$ cat src/rtl/regfile_pkg.sv
// Shared types and default register indices for the parametrised KGP-RISC register file.
package regfile_pkg;

  typedef enum logic [1:0] {
    WR_NONE   = 2'b00,
    WR_SINGLE = 2'b01,
    WR_PAIR   = 2'b10,
    WR_LINK   = 2'b11
  } wr_mode_t;

  typedef enum logic {
    IDLE  = 1'b0,
    CLEAR = 1'b1
  } clr_state_t;

  localparam int DEF_HI_REG   = 19;
  localparam int DEF_LO_REG   = 20;
  localparam int DEF_LINK_REG = 31;
  localparam int DEF_MON_REG  = 9;

endpackage

$ cat src/rtl/regfile_scoreboard.sv
// Pending-write scoreboard: one bit per register, set by reservations, cleared by writes.
module regfile_scoreboard import regfile_pkg::*; #(
  parameter int ADDR_W   = 5,
  parameter int HI_REG   = DEF_HI_REG,
  parameter int LO_REG   = DEF_LO_REG,
  parameter int LINK_REG = DEF_LINK_REG,
  parameter int ZERO_R0  = 1
) (
  input  logic              clk,
  input  logic              rst,
  input  logic              active,
  input  logic              flush,
  input  wr_mode_t          wrMode,
  input  logic [ADDR_W-1:0] wrAddr,
  input  logic              rsvValid,
  input  logic [ADDR_W-1:0] rsvAddr,
  input  logic [ADDR_W-1:0] rdAddrA,
  input  logic [ADDR_W-1:0] rdAddrB,
  output logic              busyA,
  output logic              busyB,
  output logic              clrHitA,
  output logic              clrHitB
);

  localparam int DEPTH = 2**ADDR_W;

  logic [DEPTH-1:0] pending;
  logic [DEPTH-1:0] setMask;
  logic [DEPTH-1:0] clrMask;

  always_comb begin
    setMask = '0;
    clrMask = '0;
    if (active) begin
      if (rsvValid && !(ZERO_R0 != 0 && rsvAddr == '0))
        setMask[rsvAddr] = 1'b1;
      case (wrMode)
        WR_SINGLE: clrMask[wrAddr] = 1'b1;
        WR_PAIR: begin
          clrMask[HI_REG] = 1'b1;
          clrMask[LO_REG] = 1'b1;
        end
        WR_LINK:   clrMask[LINK_REG] = 1'b1;
        default:   ;
      endcase
    end
  end

  // Set is OR'd after the clear so a same-cycle reservation wins over a write.
  always_ff @(posedge clk or posedge rst) begin
    if (rst)
      pending <= '0;
    else if (flush)
      pending <= '0;
    else
      pending <= (pending & ~clrMask) | setMask;
  end

  assign busyA   = pending[rdAddrA];
  assign busyB   = pending[rdAddrB];
  assign clrHitA = clrMask[rdAddrA] & ~setMask[rdAddrA];
  assign clrHitB = clrMask[rdAddrB] & ~setMask[rdAddrB];

endmodule

$ cat src/rtl/regfile_mp.sv
// Parametrised register file with pair/link writes, pending scoreboard and soft-clear sweep.
// Define REGFILE_BYPASS_EN to forward same-cycle write data and pending clears to the read side.
module regfile_mp import regfile_pkg::*; #(
  parameter int DATA_W   = 32,
  parameter int ADDR_W   = 5,
  parameter int HI_REG   = DEF_HI_REG,
  parameter int LO_REG   = DEF_LO_REG,
  parameter int LINK_REG = DEF_LINK_REG,
  parameter int MON_REG  = DEF_MON_REG,
  parameter int ZERO_R0  = 1
) (
  input  logic              clk,
  input  logic              rst,
  input  logic [ADDR_W-1:0] rd_addr_a,
  input  logic [ADDR_W-1:0] rd_addr_b,
  output logic [DATA_W-1:0] rd_data_a,
  output logic [DATA_W-1:0] rd_data_b,
  output logic              busy_a,
  output logic              busy_b,
  input  logic [1:0]        wr_mode,
  input  logic [ADDR_W-1:0] wr_addr,
  input  logic [DATA_W-1:0] wr_data,
  input  logic [DATA_W-1:0] hi_data,
  input  logic [DATA_W-1:0] link_data,
  input  logic              rsv_valid,
  input  logic [ADDR_W-1:0] rsv_addr,
  input  logic              clr_req,
  output logic              clr_busy,
  output logic [DATA_W-1:0] link_out,
  output logic [DATA_W-1:0] mon_out
);

  localparam int DEPTH = 2**ADDR_W;
  localparam logic [ADDR_W-1:0] HI_A   = ADDR_W'(HI_REG);
  localparam logic [ADDR_W-1:0] LO_A   = ADDR_W'(LO_REG);
  localparam logic [ADDR_W-1:0] LINK_A = ADDR_W'(LINK_REG);
  localparam logic [ADDR_W-1:0] MON_A  = ADDR_W'(MON_REG);

  wr_mode_t          wrMode;
  clr_state_t        state;
  clr_state_t        stateNext;
  logic [ADDR_W-1:0] clrIdx;
  logic [ADDR_W-1:0] clrIdxNext;
  logic              flush;
  logic              clrBusyQ;
  logic              bypassOn;
  logic              storedBusyA;
  logic              storedBusyB;
  logic              clrHitA;
  logic              clrHitB;
  logic [DATA_W-1:0] regs [DEPTH];

  assign wrMode = wr_mode_t'(wr_mode);

  function automatic logic writable(input logic [ADDR_W-1:0] a);
    return !(ZERO_R0 != 0 && a == '0);
  endfunction

  // Stored value, optionally replaced by the write landing on this address at the next edge.
  function automatic logic [DATA_W-1:0] readPort(
    input logic [ADDR_W-1:0] a,
    input logic [DATA_W-1:0] stored,
    input logic              byp,
    input wr_mode_t          m,
    input logic [ADDR_W-1:0] wa,
    input logic [DATA_W-1:0] wd,
    input logic [DATA_W-1:0] hd,
    input logic [DATA_W-1:0] ld
  );
    logic [DATA_W-1:0] r;
    r = stored;
    if (byp) begin
      case (m)
        WR_SINGLE: if (a == wa) r = wd;
        WR_PAIR: begin
          if (a == HI_A)      r = hd;
          else if (a == LO_A) r = wd;
        end
        WR_LINK:   if (a == LINK_A) r = ld;
        default:   ;
      endcase
    end
    if (!writable(a))
      r = '0;
    return r;
  endfunction

  always_ff @(posedge clk or posedge rst) begin
    if (rst) begin
      state    <= IDLE;
      clrIdx   <= '0;
      clrBusyQ <= 1'b0;
    end else begin
      state    <= stateNext;
      clrIdx   <= clrIdxNext;
      clrBusyQ <= (stateNext == CLEAR);
    end
  end

  // The sweep visits every index once; the last one also flushes the scoreboard.
  always_comb begin
    stateNext  = state;
    clrIdxNext = clrIdx;
    flush      = 1'b0;
    case (state)
      IDLE: begin
        if (clr_req) begin
          stateNext  = CLEAR;
          clrIdxNext = '0;
        end
      end
      CLEAR: begin
        clrIdxNext = clrIdx + 1'b1;
        if (clrIdx == {ADDR_W{1'b1}}) begin
          stateNext = IDLE;
          flush     = 1'b1;
        end
      end
      default: stateNext = IDLE;
    endcase
  end

  always_ff @(posedge clk or posedge rst) begin
    if (rst) begin
      for (int i = 0; i < DEPTH; i++)
        regs[i] <= '0;
    end else if (state == CLEAR) begin
      regs[clrIdx] <= '0;
    end else begin
      case (wrMode)
        WR_SINGLE: if (writable(wr_addr)) regs[wr_addr] <= wr_data;
        WR_PAIR: begin
          if (writable(HI_A)) regs[HI_A] <= hi_data;
          if (writable(LO_A)) regs[LO_A] <= wr_data;
        end
        WR_LINK:   if (writable(LINK_A)) regs[LINK_A] <= link_data;
        default:   ;
      endcase
    end
  end

  regfile_scoreboard #(
    .ADDR_W   (ADDR_W),
    .HI_REG   (HI_REG),
    .LO_REG   (LO_REG),
    .LINK_REG (LINK_REG),
    .ZERO_R0  (ZERO_R0)
  ) uScoreboard (
    .clk      (clk),
    .rst      (rst),
    .active   (state == IDLE),
    .flush    (flush),
    .wrMode   (wrMode),
    .wrAddr   (wr_addr),
    .rsvValid (rsv_valid),
    .rsvAddr  (rsv_addr),
    .rdAddrA  (rd_addr_a),
    .rdAddrB  (rd_addr_b),
    .busyA    (storedBusyA),
    .busyB    (storedBusyB),
    .clrHitA  (clrHitA),
    .clrHitB  (clrHitB)
  );

`ifdef REGFILE_BYPASS_EN
  assign bypassOn = (state == IDLE) && !rst;
`else
  assign bypassOn = 1'b0;
`endif

  assign rd_data_a = readPort(rd_addr_a, regs[rd_addr_a], bypassOn, wrMode, wr_addr, wr_data, hi_data, link_data);
  assign rd_data_b = readPort(rd_addr_b, regs[rd_addr_b], bypassOn, wrMode, wr_addr, wr_data, hi_data, link_data);
  assign link_out  = readPort(LINK_A, regs[LINK_A], bypassOn, wrMode, wr_addr, wr_data, hi_data, link_data);
  assign mon_out   = readPort(MON_A, regs[MON_A], bypassOn, wrMode, wr_addr, wr_data, hi_data, link_data);

  assign busy_a   = storedBusyA & ~(bypassOn & clrHitA);
  assign busy_b   = storedBusyB & ~(bypassOn & clrHitB);
  assign clr_busy = clrBusyQ;

endmodule

$ cat config.mk
export PLATFORM = sky130hd
export DESIGN_NAME = regfile_mp
export DESIGN_NICKNAME = d
export VERILOG_FILES = /design/src/rtl/regfile_pkg.sv /design/src/rtl/regfile_scoreboard.sv /design/src/rtl/regfile_mp.sv
export SDC_FILE = /design/constraint.sdc
export NUM_CORES = 2
export LEC_CHECK = 0
export BUFFER_PORTS_ARGS = -buffer_cell sky130_fd_sc_hd__buf_4
export CAP_MARGIN = 40
export CELL_PAD_IN_SITES_DETAIL_PLACEMENT = 0
export CELL_PAD_IN_SITES_GLOBAL_PLACEMENT = 1
export CORE_ASPECT_RATIO = 0.75
export CORE_MARGIN = 3
export CORE_UTILIZATION = 56
export DETAILED_ROUTE_END_ITERATION = 7
export PLACE_DENSITY_LB_ADDON = 0.1
export SLEW_MARGIN = 20
export SYNTH_ARGS = -nofsm -noshare
export SYNTH_HDL_FRONTEND = slang
export SYNTH_HIERARCHICAL = 1
export SYNTH_SLANG_ARGS = --single-unit
$ cat constraint.sdc
create_clock -name clk -period 62.4 [get_ports clk]
set_input_delay 0 -clock clk [delete_from_list [all_inputs] [get_ports clk]]
set_output_delay 0 -clock clk [all_outputs]
set_load 0.02 [all_outputs]
; Word level (Yosys, flattened, before mapping)
; Index checks and enable logic that the tools add are counted.
[word_totals]
register_bits = 1062
output_inout_bits = 131
[classes]
addsub = 1
order_cmp = 12
eq_ne = 7
mux = 42
bitwise_logic = 10
n_reduce_logical = 16
[ops]
columns = op, count
row1 = $mux 1024, 2
row2 = $and 1024x1024->1024, 1
row3 = $bwmux 1024, 1
row4 = $not 1024->1024, 1
row5 = $mux 608, 1
row6 = $mux 32, 12
row7 = $bmux 32 s5, 2
row8 = $demux 32 s5, 2
row9 = $mux 320, 1
row10 = $pmux 64 s2, 1
row11 = $pmux 32 s2, 1
row12 = $and 32x32->32, 1
row13 = $not 32->32, 1
row14 = $or 32x32->32, 1
row15 = $ge 6x6->1 const B, 4
row16 = $lt 5x6->1 const B, 4
row17 = $not 5->6, 4
row18 = $logic_not 5->1, 4
row19 = $mux 19, 1
row20 = $lt 6x1->1 const B, 2
row21 = $bmux 1 s5, 2
row22 = $demux 1 s5, 2
row23 = $ge 5x1->1 const B, 2
row24 = $mux 10, 1
row25 = 17 further kinds, 34

; Longest topological paths before layout
[logic_depth]
ltp_word = 10
mapped_depth = 9
mapped_depth_nobuf = 7

; Modules after synthesis
; The synthesis kept the hierarchy.
[by_module_without_submodules]
columns = mod, instances, cells_each, area_per_inst_um2, seq_area_each_um2
row1 = regfile_mp, 1, 4016, 54496.0, 25774.7
row2 = regfile_scoreboard, 1, 343, 3036.7, 800.8

; Worst setup path after synthesis
; No wires, ideal clock.
[synth_timing]
path_type = register -> register
from = register, netlist name clr_busy
to = register regs[352] in the netlist's numbering
arrival_ns = 1.889
t_required_ns = 62.279
path_slack_ns = 60.390
stages_incl_launch_ff = 7
path_buffers = 2
cell_sequence = dfrtp_1 > or3_1 > buf_2 > o41ai_4 > a31oi_2 > buf_2 > a22o_1
[synth_lines]
columns = element, line_no
row1 = "end signal, assigned by index", regfile_mp.sv:131  ; WR_SINGLE: if (writable(wr_addr)) regs[wr_addr] <= wr_data;
row2 = "end signal, assigned by index", regfile_mp.sv:133  ; if (writable(HI_A)) regs[HI_A] <= hi_data;
row3 = "end signal, assigned by index", regfile_mp.sv:134  ; if (writable(LO_A)) regs[LO_A] <= wr_data;
row4 = "end, declared", regfile_mp.sv:51  ; logic [DATA_W-1:0] regs [DEPTH];

; Worst setup path after layout
[layout_timing]
from = input rd_addr_a[1]
to = output rd_data_a[26]
[layout_via]
elab_chain_cells = 5
word_cells_on_any_way = 6
classes_between = 4 x mux / 1 x bitwise / 1 x reduce/logical
[layout_rtl]
columns = element, line_no
row1 = "start, declared", regfile_mp.sv:14  ; input logic [ADDR_W-1:0] rd_addr_a,
row2 = $not 5->6 (not written as such), regfile_mp.sv:171  ; assign rd_data_a = readPort(rd_addr_a, regs[rd_addr_a], bypassOn, wrMode, wr_addr, wr_data, hi_data, link_data ...
row3 = $bmux 32 s5, regfile_mp.sv:171
row4 = $mux 32 (not written as such) (2 in series), regfile_mp.sv:171
row5 = $mux 32 *, regfile_mp.sv:83  ; if (!writable(a))
row6 = "end, declared", regfile_mp.sv:16  ; output logic [DATA_W-1:0] rd_data_a,
; Every way passes the cells marked *; elsewhere a longest branch is shown, timed or not. The select of a mux whose other input is x is not followed.

==> run_results.csv <==
group,metric,value,unit
outcome,outcome,"finished, final reports clean",
placement,dp_hpwl,131,mm
grt,grt_overflow,0,
clock_network,ctsHoldBuffers,186,
floorplanning,die_x,374,um
sta,worst_pin_slew,1060,ps
floorplanning,die_y,282,um
yosys,synth_cells,4243,
critical_path,path_class,"in2out",
critical_path,end_kind,"primary output",
clock_network,clk_latency,720,ps
route,antenna_left,0,
power,pwr-share-clk,36.1,%
route,dr.pass1.iters,7,
clock_network,cts-root-buf,"clkbuf_16",
critical_path,arrival,3920,ps
yosys,synth_fp_nets,4373,
route,wl_per_cell,37.6,um
clock_network,postCtsSetupRepairBufs,0,
sta,layout_min_cycle_time,3920,ps
power,power_frac_comb,20.6,%
hold_path,holdCritStartpoint,"wr_addr[0]",
clock_network,numCtsBuffers,105,
power,intPower,1260,uW
grt,grt_pass1_wl,315,mm
power,p_total,1850,uW
sta,timing.final.crit_share,6.29,%
route,via_count,44762,
route,wl,216,mm
layout,area_growth_syn_to_layout,14.7,%
hold_path,hold_class,"in2reg",
sta,finalSetupViolations,0,
clock_network,post_cts_resize_count,0,
run,maxCapViolations,0,
critical_path,critPathLaunchType,"primary input",
layout,finalNonFillerCells,5750,
yosys,syn_area,0.0568,mm^2
grt,antenna_found_initial,5,
sta,report.final.hold_viol_count,0,
sta,setup_tns,0,ps
placement,dpl.cell_count,5353,
floorplanning,core_area,0.0998,mm^2
placement,portBuffers,252,
placement,place.gp.congestion,0.962,
yosys,yosys_warnings,6,
clock_network,h-tree-depth,3,
clock_network,clk_pin_slew,60,ps
route,vias_per_cell,7.78,
grt,first_global_vias,43814,
power,p_sw,586,uW
power,p_seq_share,43.3,%
yosys,avgSynthCellArea,13.4,um^2
floorplanning,initial_utilization,56.8,%
clock_network,cts.sink_count,1062,
route,drt_iter0_markers,6654,
sta,fin_skew,25.8,ps
power,p_leak,0.0285,uW
floorplanning,ios,253,
grt,grt_start_max_net_pins,158,
sta,slew_violations,0,
floorplanning,dieArea,0.105,mm^2
critical_path,critPathLaunch,"rd_addr_a[1]",
critical_path,crit_fanout,94,
grt,track_usage,41.0,%
sta,max_freq,255,MHz
power,powerDensity,28.4,mW/mm^2
sta,relSlewSlack,28.7,%
clock_network,cts_tree,"done",
power,vdd_drop_max,0.0272,mV
sta,rsz0062_at_grt,"false",
route,drc_errors,0,
floorplanning,rows,100,
layout,nNetsFinal,4469,
clock_network,cts.path.max_buffers,3,
power,swShare,31.7,%
layout,drive_above_1_share,27.6,%
critical_path,cp.required,62400,ps
critical_path,r2r-start,"clr_busy$_DFF_PP0_",
## power groups by stage
stage          Combinational, uW  Clock (uW)  Sequential, uW
2_1_floorplan                235           0             777
3_3_place_gp                 349           0             807
3_5_place_dp                 359           0             807
4_1_cts                      369         669             796
5_1_grt                      396         697             803
6_report                     380         666             799
## registers in the layout (all words and copies together), names as in the netlist
register,flops
clr_busy,1
mon_out,32
uScoreboard/pending,32
link_out,32
regs,960
clrIdx,5
## critical path: stages
cell and delay [ps]:
buf_8 510, buf_12 630, buf_4 760, mux4_2 400, nor2b_1 140, a211oi_1 800, a311oi_1 280, buf_4 270
## path summary, 6_finish.rpt
| check | end | slack (ps) | cells past startpoint |
|---|---|---|---|
| setup / recovery | rd_data_a[26] | 58480 | 8 |
| hold / removal | uScoreboard/pending[0]$_DFF_PP0_ | 120 | 4 |
| setup reg to reg | regs[593]$_DFFE_PP0P_ | 59010 | 6 |
| hold reg to reg | regs[1022]$_DFFE_PP0P_ | 510 | 1 |
| max in group asynchronous | mon_out[23]$_DFFE_PP0P_ | 59090 | 9 |
| min in group asynchronous | regs[393]$_DFFE_PP0P_ | 290 | 4 |
## layout by cell type (no fill, tap or decap), types with 10 or more instances in the layout
master            n
a22oi_1         100
buf_4           363
nand2_1         103
a311oi_1         64
a21oi_1          27
buf_12           11
dlygate4sd3_1   187
nor2_1           20
mux4_2          468
a31oi_1          32
o2bb2ai_1        32
o2111ai_1        15
buf_16           14
dfrtp_1        1061
a211oi_1         64
clkbuf_1         14
clkbuf_16       108
mux2_2           64
clkinv_2         24
o21ai_0         139
a22o_1          928
mux2i_1         161
and2_1           72
clkbuf_8         33
a21oi_4          22
nor3_4           21
buf_2            18
a221oi_1         49
nor2b_1          65
inv_1            10
## per-stage QoR
stage	hold slack, ps	worst slack (ps)	util [%]	area (um^2)
after floorplan	86.3	33410	-	56800
after global placement	181	58360	59.1	59000
after detailed placement	172	58410	59.5	59400
after CTS	4.17	58380	64.9	64800
after global routing	97.0	58420	65.2	65100
final	119	58480	65.2	65100
## per-layer routing
metal | share of wire [%] | track usage, % | vias up
li1 | - | - | 17218
met1 | 39 | 57.9 | 23393
met2 | 42 | 57.0 | 3568
met3 | 13 | 14.0 | 575
met4 | 5.7 | 20.4 | 8
met5 | 0.024 | 0 | -
## cell type report
| type | instances | area [um^2] |
|---|---|---|
| clock buffers | 155 | 3210 |
| well taps | 1326 | 1660 |
| multi-input cells | 2552 | 27800 |
| diodes | 1 | 2.50 |
| fillers | 7254 | 34700 |
| inverters | 14 | 60.1 |
| clock inverters | 36 | 357 |
| flip-flops and latches | 1062 | 26600 |
| repair buffers | 604 | 5440 |
Note: power is estimated with default switching activity, not from simulation.
